File: config.mk
export PLATFORM = sky130hd
export DESIGN_NAME = alu_arbiter_flat
export DESIGN_NICKNAME = d
export VERILOG_FILES = /design/src/rtl/alu_arbiter_pkg.sv /design/src/rtl/alu_arbiter_if.sv /design/src/rtl/alu_arbiter_alu.sv /design/src/rtl/alu_arbiter.sv /design/src/flat_wrapper.sv
export SDC_FILE = /design/constraint.sdc
export NUM_CORES = 2
export LEC_CHECK = 0
export ABC_AREA = 1
export BUFFER_PORTS_ARGS = -buffer_cell sky130_fd_sc_hd__buf_2
export CAP_MARGIN = 20
export CORE_ASPECT_RATIO = 1.5
export CORE_UTILIZATION = 51
export CTS_CLUSTER_SIZE = 25
export DETAILED_ROUTE_END_ITERATION = 8
export PLACE_DENSITY = 0.71
export SLEW_MARGIN = 5
export SYNTH_ARGS = -nofsm -noshare
export SYNTH_HDL_FRONTEND = slang
export SYNTH_HIERARCHICAL = 1
export SYNTH_SLANG_ARGS = --single-unit
export TNS_END_PERCENT = 50
File: constraint.sdc
create_clock -name clk -period 15.53 [get_ports clk]
set_clock_uncertainty 0.15 [all_clocks]
set_input_delay 1.553 -clock clk [delete_from_list [all_inputs] [get_ports clk]]
set_output_delay 1.553 -clock clk [all_outputs]
set_load 0.02 [all_outputs]
File: src/rtl/alu_arbiter_pkg.sv
// alu_arbiter_pkg: shared FSM state encoding, ALU op codes and illegal-op helper.
// No ports; imported by the ALU and the arbiter top.
package alu_arbiter_pkg;
    typedef enum logic [1:0] {
        S_IDLE = 2'd0,
        S_EXEC = 2'd1,
        S_RESP = 2'd2
    } state_t;
    localparam logic [2:0] OP_AND = 3'd0;
    localparam logic [2:0] OP_OR  = 3'd1;
    localparam logic [2:0] OP_ADD = 3'd2;
    localparam logic [2:0] OP_SUB = 3'd4;
    localparam logic [2:0] OP_MUL = 3'd5;
    localparam logic [2:0] OP_SLT = 3'd6;
    function automatic logic is_illegal(input logic [2:0] sel);
        return sel == 3'd3 || sel == 3'd7;
    endfunction
endpackage

File: src/rtl/alu_arbiter_if.sv
// alu_arbiter_if: two requester ports plus the shared response bus.
// Ports: none. Signals: reqN_valid/ready/sel/a/b, rspN_valid/ready, rsp_result/zero/illegal.
// master = requester side, slave = arbiter side.
interface alu_arbiter_if;
    logic        req0_valid, req1_valid;
    logic        req0_ready, req1_ready;
    logic [2:0]  req0_sel, req1_sel;
    logic [31:0] req0_a, req0_b, req1_a, req1_b;
    logic        rsp0_valid, rsp1_valid;
    logic        rsp0_ready, rsp1_ready;
    logic [31:0] rsp_result;
    logic        rsp_zero, rsp_illegal;
    modport master (
        output req0_valid, req1_valid, req0_sel, req1_sel,
               req0_a, req0_b, req1_a, req1_b, rsp0_ready, rsp1_ready,
        input  req0_ready, req1_ready, rsp0_valid, rsp1_valid,
               rsp_result, rsp_zero, rsp_illegal
    );
    modport slave (
        input  req0_valid, req1_valid, req0_sel, req1_sel,
               req0_a, req0_b, req1_a, req1_b, rsp0_ready, rsp1_ready,
        output req0_ready, req1_ready, rsp0_valid, rsp1_valid,
               rsp_result, rsp_zero, rsp_illegal
    );
endinterface

File: src/rtl/alu_arbiter_alu.sv
// alu_arbiter_alu: combinational 32-bit ALU shared by both requesters.
// Ports: sel_i (op code), a_i/b_i (operands) -> result_o, zero_o (result_o == 0).
// Codes 3 and 7 produce 0 here; flagging them is the arbiter's job.
module alu_arbiter_alu
    import alu_arbiter_pkg::*;
(
    input  logic [2:0]  sel_i,
    input  logic [31:0] a_i,
    input  logic [31:0] b_i,
    output logic [31:0] result_o,
    output logic        zero_o
);
    assign result_o = sel_i == OP_AND ? a_i & b_i :
                      sel_i == OP_OR  ? a_i | b_i :
                      sel_i == OP_ADD ? a_i + b_i :
                      sel_i == OP_SUB ? a_i - b_i :
                      sel_i == OP_MUL ? a_i * b_i :
                      sel_i == OP_SLT ? {31'd0, a_i < b_i} : '0;
    assign zero_o = result_o == '0;
endmodule

File: src/rtl/alu_arbiter.sv
// alu_arbiter: round-robin arbiter giving two requesters turns on one shared ALU.
// Ports: clk, rst (async, active-high), bus (alu_arbiter_if.slave: request/response handshakes,
// registered rsp_result/rsp_zero/rsp_illegal shared by both ports).
module alu_arbiter
    import alu_arbiter_pkg::*;
(
    input  logic         clk,
    input  logic         rst,
    alu_arbiter_if.slave bus
);
    state_t      state_q, state_d;
    logic        grant_q, grant_d, last_q, last_d;
    logic [2:0]  sel_q, sel_d;
    logic [31:0] a_q, a_d, b_q, b_d, result_q, result_d;
    logic        zero_q, zero_d, illegal_q, illegal_d;
    logic [31:0] alu_result;
    logic        alu_zero, any_req, pick, rsp_done;

    alu_arbiter_alu u_alu (
        .sel_i    (sel_q),
        .a_i      (a_q),
        .b_i      (b_q),
        .result_o (alu_result),
        .zero_o   (alu_zero)
    );

    // Readies are combinational, so hold them off while reset is asserted.
    assign any_req  = (bus.req0_valid | bus.req1_valid) & ~rst;
    // On a tie the port that did not win last time goes next.
    assign pick     = (bus.req0_valid & bus.req1_valid) ? ~last_q : bus.req1_valid;
    assign rsp_done = grant_q ? bus.rsp1_ready : bus.rsp0_ready;

    assign bus.req0_ready  = state_q == S_IDLE && any_req && !pick;
    assign bus.req1_ready  = state_q == S_IDLE && any_req && pick;
    assign bus.rsp0_valid  = state_q == S_RESP && !grant_q;
    assign bus.rsp1_valid  = state_q == S_RESP && grant_q;
    assign bus.rsp_result  = result_q;
    assign bus.rsp_zero    = zero_q;
    assign bus.rsp_illegal = illegal_q;

    always_comb begin
        state_d   = state_q;
        grant_d   = grant_q;
        last_d    = last_q;
        sel_d     = sel_q;
        a_d       = a_q;
        b_d       = b_q;
        result_d  = result_q;
        zero_d    = zero_q;
        illegal_d = illegal_q;
        case (state_q)
            S_IDLE: if (any_req) begin
                state_d = S_EXEC;
                grant_d = pick;
                sel_d   = pick ? bus.req1_sel : bus.req0_sel;
                a_d     = pick ? bus.req1_a : bus.req0_a;
                b_d     = pick ? bus.req1_b : bus.req0_b;
            end
            S_EXEC: begin
                state_d   = S_RESP;
                illegal_d = is_illegal(sel_q);
                result_d  = illegal_d ? '0 : alu_result;
                zero_d    = illegal_d | alu_zero;
            end
            S_RESP: if (rsp_done) begin
                state_d = S_IDLE;
                last_d  = grant_q;
            end
            default: state_d = S_IDLE;
        endcase
    end

    always_ff @(posedge clk or posedge rst) begin
        if (rst) begin
            state_q   <= S_IDLE;
            grant_q   <= 1'b0;
            last_q    <= 1'b1;
            sel_q     <= '0;
            a_q       <= '0;
            b_q       <= '0;
            result_q  <= '0;
            zero_q    <= 1'b0;
            illegal_q <= 1'b0;
        end else begin
            state_q   <= state_d;
            grant_q   <= grant_d;
            last_q    <= last_d;
            sel_q     <= sel_d;
            a_q       <= a_d;
            b_q       <= b_d;
            result_q  <= result_d;
            zero_q    <= zero_d;
            illegal_q <= illegal_d;
        end
    end
endmodule

File: src/flat_wrapper.sv
// flat-port wrapper written by rule: the top's interface ports become plain ports
module alu_arbiter_flat import alu_arbiter_pkg::*;
  (clk, rst, bus_req0_valid, bus_req1_valid, bus_req0_sel, bus_req1_sel, bus_req0_a, bus_req0_b, bus_req1_a, bus_req1_b, bus_rsp0_ready, bus_rsp1_ready, bus_req0_ready, bus_req1_ready, bus_rsp0_valid, bus_rsp1_valid, bus_rsp_result, bus_rsp_zero, bus_rsp_illegal);
  alu_arbiter_if bus_i ();
  input  logic clk;
  input  logic rst;
  input wire logic [$bits(bus_i.req0_valid)-1:0] bus_req0_valid;
  input wire logic [$bits(bus_i.req1_valid)-1:0] bus_req1_valid;
  input wire logic [$bits(bus_i.req0_sel)-1:0] bus_req0_sel;
  input wire logic [$bits(bus_i.req1_sel)-1:0] bus_req1_sel;
  input wire logic [$bits(bus_i.req0_a)-1:0] bus_req0_a;
  input wire logic [$bits(bus_i.req0_b)-1:0] bus_req0_b;
  input wire logic [$bits(bus_i.req1_a)-1:0] bus_req1_a;
  input wire logic [$bits(bus_i.req1_b)-1:0] bus_req1_b;
  input wire logic [$bits(bus_i.rsp0_ready)-1:0] bus_rsp0_ready;
  input wire logic [$bits(bus_i.rsp1_ready)-1:0] bus_rsp1_ready;
  output wire logic [$bits(bus_i.req0_ready)-1:0] bus_req0_ready;
  output wire logic [$bits(bus_i.req1_ready)-1:0] bus_req1_ready;
  output wire logic [$bits(bus_i.rsp0_valid)-1:0] bus_rsp0_valid;
  output wire logic [$bits(bus_i.rsp1_valid)-1:0] bus_rsp1_valid;
  output wire logic [$bits(bus_i.rsp_result)-1:0] bus_rsp_result;
  output wire logic [$bits(bus_i.rsp_zero)-1:0] bus_rsp_zero;
  output wire logic [$bits(bus_i.rsp_illegal)-1:0] bus_rsp_illegal;
  assign bus_i.req0_valid = bus_req0_valid;
  assign bus_i.req1_valid = bus_req1_valid;
  assign bus_i.req0_sel = bus_req0_sel;
  assign bus_i.req1_sel = bus_req1_sel;
  assign bus_i.req0_a = bus_req0_a;
  assign bus_i.req0_b = bus_req0_b;
  assign bus_i.req1_a = bus_req1_a;
  assign bus_i.req1_b = bus_req1_b;
  assign bus_i.rsp0_ready = bus_rsp0_ready;
  assign bus_i.rsp1_ready = bus_rsp1_ready;
  assign bus_req0_ready = bus_i.req0_ready;
  assign bus_req1_ready = bus_i.req1_ready;
  assign bus_rsp0_valid = bus_i.rsp0_valid;
  assign bus_rsp1_valid = bus_i.rsp1_valid;
  assign bus_rsp_result = bus_i.rsp_result;
  assign bus_rsp_zero = bus_i.rsp_zero;
  assign bus_rsp_illegal = bus_i.rsp_illegal;
  alu_arbiter u_core (.clk(clk), .rst(rst), .bus(bus_i));
endmodule
-- After elaboration in Yosys (flattened, before gate mapping)
Index checks and enable logic that the tools add are counted.
Widths: inputs -> output; s select.
- bits in registers: 105
- bits of input ports: 140
- output and inout bits: 38
- word-level logic and storage cells: 61
- $add $sub $neg: 2
- reductions and logical operators: 14
- muxes and demuxes: 15
- multiply operators: 1
- eq/ne operators: 11
- bitwise gates (word level): 8
- magnitude comparators: 1
- operators with widths (cell ; count):
    $mux 32 ; 8
    $add 32x32->32 ; 1
    $and 32x32->32 ; 1
    $logic_not 32->1 ; 1
    $lt 32x32->1 ; 1
    $mul 32x32->32 ; 1
    $or 32x32->32 ; 1
    $sub 32x32->32 ; 1
    $eq 3x3->1 const B ; 4
    $eq 3x2->1 const B ; 2
    $pmux 2 s3 ; 1
    $reduce_and 2->1 ; 3
    $logic_and 1x1->1 ; 5
    $mux 2 ; 2
    $ne 2x1->1 const B ; 2
    $eq 3x1->1 const B ; 1
    $logic_not 3->1 ; 1
    $mux 1 ; 3
    $mux 3 ; 1
    $and 1x1->1 ; 2
    $eq 2x1->1 const B ; 1
    $eq 2x2->1 const B ; 1
    $logic_not 1->1 ; 2
    $logic_not 2->1 ; 1
    3 further kinds ; 5

-- Logic depth before layout (Yosys ltp)
- word-level depth: 9
- depth in mapped cells: 38
- gate-level depth less buffers: 36

-- By module
Netlist, hierarchy kept.
- modules (own cells, without submodules) (module ; area an instance (µm²) ; cells each ; times used):
    alu_arbiter_alu ; 23327.4 ; 3498 ; 1
    alu_arbiter ; 4994.8 ; 684 ; 1

-- Worst setup path after synthesis
Ideal clock, no wire load.
- kind: register to register
- start point: register u_core.a_q[12]
- end point: register u_core.zero_q, in the netlist u_core/bus.rsp_zero
- required time: 15.309 ns
- setup slack: 8.450 ns
- clock period less this slack: 7.080 ns
- cell stages (with the launch flop): 33
- arrival time: 6.858 ns
- cell sequence: dfrtp_1 clkbuf_1 buf_1 nand2_1 fa_1 inv_1 fa_1 inv_1 fa_1 inv_1 fa_1 inv_1 fa_1 fa_1 inv_1 fa_1 fa_1 ha_1 nand2_1 inv_1 a221oi_1 nand2_1 a21oi_1 nand3b_1 nand3_1 o21ai_1 nor2_1 nand3_1 nor2_1 nand3_1 nor2_1 nor2_1 nor2_1
- elaborated cells between the ends (all ways): 14
- those cells by class: add/sub: 2; mul: 1; order compare: 1; mux: 6; bitwise: 3; reduce/logical: 1
- RTL lines (item ; RTL line ; text):
    start: declaration ; alu_arbiter.sv:14 ; logic [31:0] a_q, a_d, b_q, b_d, result_q, result_d;
    start signal: assignment ; alu_arbiter.sv:79 ; a_q <= '0;
    start signal: assignment ; alu_arbiter.sv:89 ; a_q <= a_d;
    $mul 32x32->32 ; alu_arbiter_alu.sv:17 ; sel_i == OP_MUL ? a_i * b_i :
    $mux 32 ; alu_arbiter_alu.sv:17 ;
    $mux 32 ; alu_arbiter_alu.sv:16 ; sel_i == OP_SUB ? a_i - b_i :
    $mux 32 (*) ; alu_arbiter_alu.sv:15 ; sel_i == OP_ADD ? a_i + b_i :
    $mux 32 (*) ; alu_arbiter_alu.sv:14 ; sel_i == OP_OR ? a_i | b_i :
    $mux 32 (*) ; alu_arbiter_alu.sv:13 ; assign result_o = sel_i == OP_AND ? a_i & b_i :
    net u_core.alu_result[30] ; alu_arbiter.sv:16 ; logic [31:0] alu_result;
    $logic_not 32->1 (*) ; alu_arbiter_alu.sv:19 ; assign zero_o = result_o == '0;
    net u_core.alu_zero ; alu_arbiter.sv:17 ; logic alu_zero, any_req, pick, rsp_done;
    $or 1x1->1 (*) ; alu_arbiter.sv:63 ; zero_d = illegal_d | alu_zero;
    end signal: assignment ; alu_arbiter.sv:92 ; zero_q <= zero_d;
    end: declaration ; alu_arbiter.sv:15 ; logic zero_q, zero_d, illegal_q, illegal_d;
Mark *: on every way through the listed nets, which the timed path passes. The rest lies on a longest branch.
A chain may end at the register's enable or synchronous reset.

-- Worst setup path after layout
- start point: register u_core.a_q[12]
- end point: register u_core.zero_q, in the netlist u_core/bus.rsp_zero
- word-level cells in the longest chain between the ends: 9
- elaborated cells between the ends (all ways): 14
- those cells by class: add/sub: 2; mul: 1; order compare: 1; mux: 6; bitwise: 3; reduce/logical: 1
- RTL lines (item ; RTL line):
    branches (longest 6 deep; another with $mul 32x32->32) ; --
    $mux 32 (*) ; alu_arbiter_alu.sv:13
    $logic_not 32->1 (*) ; alu_arbiter_alu.sv:19
    net u_core.alu_zero ; alu_arbiter.sv:17
    $or 1x1->1 (*) ; alu_arbiter.sv:63
Mark *: on every way through the listed nets, which the timed path passes.

==> out/metrics.cfg <==
[critical_path]
cp_num_buf_inv = 3
startpoint_type = flop
cpPeakStageDelay_ps = 660
cp.arrival_ps = 8920
cpLargestDelayFamily = adder cells
cp-end-kind = flop
crit_slowest_cell = dfrtp_1
worstSetupPathType = flop to flop
cpMostUsedCell = fa_1
critPathMaxFanout = 17
crit_required_ps = 15690

[timing]
max_freq_mhz = 114
hold_violations = 0
rsz0062_at_grt = false
max_slew.worst_pin.slew_ps = 987
fin_crit_sh_pct = 56.4
maxSlewHeadroom_pct = 34.2
fin_ws_ps = 6780
period_needed_ps = 8750
tns_ps = 0
final_max_slew_viol_count = 0
setup_viol = 0

[clock_tree]
cts.htree.levels = 3
cts_buffer_depth = 2
cts_buffers = 9
clk_latency_ps = 390
post_cts_buffers = 0
ctsHoldBuffers = 0
clockRootBuffer = clkbuf_16
cts_tree = built
clk_pin_slew_ps = 100
cts_resized = 0
numClockSinks = 105

[global_route]
grt_pass1_vias = 27600
antenna_found_initial = 0
grt_max_degree = 70
grt.total_usage_pct = 36.9
gr-total-overflow = 0
grt_pass1_wl_mm = 157

[routing]
ant_nets = 0
vias_per_cell = 5.35
via_count = 26400
routedWlPerCell_um = 20.5
route.detailed.drc = 0
wl_mm = 101
drt-pass1-iter-count = 7
drtIter0Drc = 1594

[finish]
antenna_cells = 0
post_route_cells_drive_above_1_share_pct = 9.50
fin_nets = 5004
stdcell_count = 4935
area_delta_synth_final_pct = 5.46

[min_path]
hold_path.class = flop to flop

[synth]
ys_types = 57
ys_top_cells_by_area = fa_1, nand2_1, inv_1
synth_common_cells = nand2_1, inv_1, fa_1
yosys.cell_count.top_type = nand2_1
synthDominantCellAreaShare_pct = 29.0
yosysTopAreaCell = fa_1
synth_top_flop_cell = dfrtp_1
synth-async-reset-ratio_pct = 100
synth_seq_cells = 105
netlist_instances = 4182
ys_seq_area_share_pct = 9.28
yosysWarnings = 6
synth_area_per_cell_um2 = 6.77
synth_nets = 4951
synth_edf_count = 0
syn_area_um2 = 28300

[floorplan]
ioPinCount = 178
start_util_pct = 51.7
die-area_um2 = 56500
die_h_um = 291
num_rows = 105
coreArea_um2 = 54800
die_w_um = 194

[status]
status = completed

[job]
drv_cap = 0

[place]
portBuffers = 177
gp_congestion = 1.04
dp_slack_ps = 6930
dp_hpwl_mm = 81.3
dp.cells = 4919

cells by family after synthesis:
family | count (synthesis) | synth area share (%)
AO/OA/AOI/OAI | 235 | 4.92
XOR/XNOR | 23 | 0.711
adder cells (fa/ha/maj) | 629 | 38.7
buffers and inverters | 1183 | 16.4
flip-flops | 105 | 9.28
AND/OR/NAND/NOR | 2007 | 30.0
path summary, 6_finish.rpt:
kind	start	end	slack (ps)	depth (start not counted)
max in group asynchronous	rst	u_core/bus.rsp_result[11]	12880	3
max reg2reg	u_core/a_q[12]	u_core/bus.rsp_zero	6780	25
max	u_core/a_q[12]	u_core/bus.rsp_zero	6780	25
min reg2reg	u_core/last_q	u_core/last_q	330	2
min	u_core/last_q	u_core/last_q	330	2
min in group asynchronous	rst	u_core/a_q[10]	1060	2
per-layer routing:
layer / routed length [um] / vias up / track usage (%)
met4: 7950 / 0 / 24.8
met1: 36400 / 12700 / 40.0
met5: 0 / - / 0
met3: 4730 / 350 / 3.83
met2: 52000 / 969 / 67.7
li1: - / 12400 / -
state kept, by name, indices dropped and copies added, names as in the netlist:
register and count:
u_core/a_q 32, u_core/b_q 32, u_core/bus.rsp_result 32, u_core/sel_q 3, u_core/state_q 2, u_core/bus.rsp_illegal 1, u_core/bus.rsp_zero 1, u_core/grant_q 1
u_core/last_q 1
cell usage in the layout, fill, tap and decap left out, types with 4 or more instances in the layout:
cell          n
a21boi_0      4
a21o_1        6
a21oi_1      99
a21oi_2      14
buf_2       177
buf_4        48
clkbuf_16     9
dfrtp_1     104
fa_1        410
ha_1        219
inv_1       964
inv_2        33
nand2_1    1365
nand2_2      31
nand3_1     261
nand3_2       7
nand3b_1     17
nand4_1      51
nor2_1      179
nor2_2       15
nor2_4        5
nor3_1       15
nor3_2        5
nor4_1        6
o211ai_1      6
o21ai_0      55
o21ai_1      19
o21ai_2       5
o21bai_1      7
or2_1         5
or2_2        29
xnor2_1      13
xor2_1       10
final cells by class:
class,count,area [um2]
flip-flops and latches,105,2630
clock inverters,7,88.8
fillers,5546,24900
well taps,695,870
clock buffers,9,225
inverters,1000,3760
repair buffers,225,1250
multi-input cells,2894,21000
stage by stage:
step	util, %	cell area [um2]	hold slack, ps
after floorplan	-	28300	296
after global placement	53.9	29600	309
after detailed placement	53.9	29600	310
after CTS	54.5	29900	329
after global routing	54.5	29900	355
final	54.5	29900	330
tightest hold or removal path, delay by kind of cell (launching register included):
kind          cells  cell delay (ps)
flops             1              380
simple gates      2              110
Power is left out: the tool's default activity adds up to more than one toggle a clock period on the data nets, which glitch-free logic cannot reach.
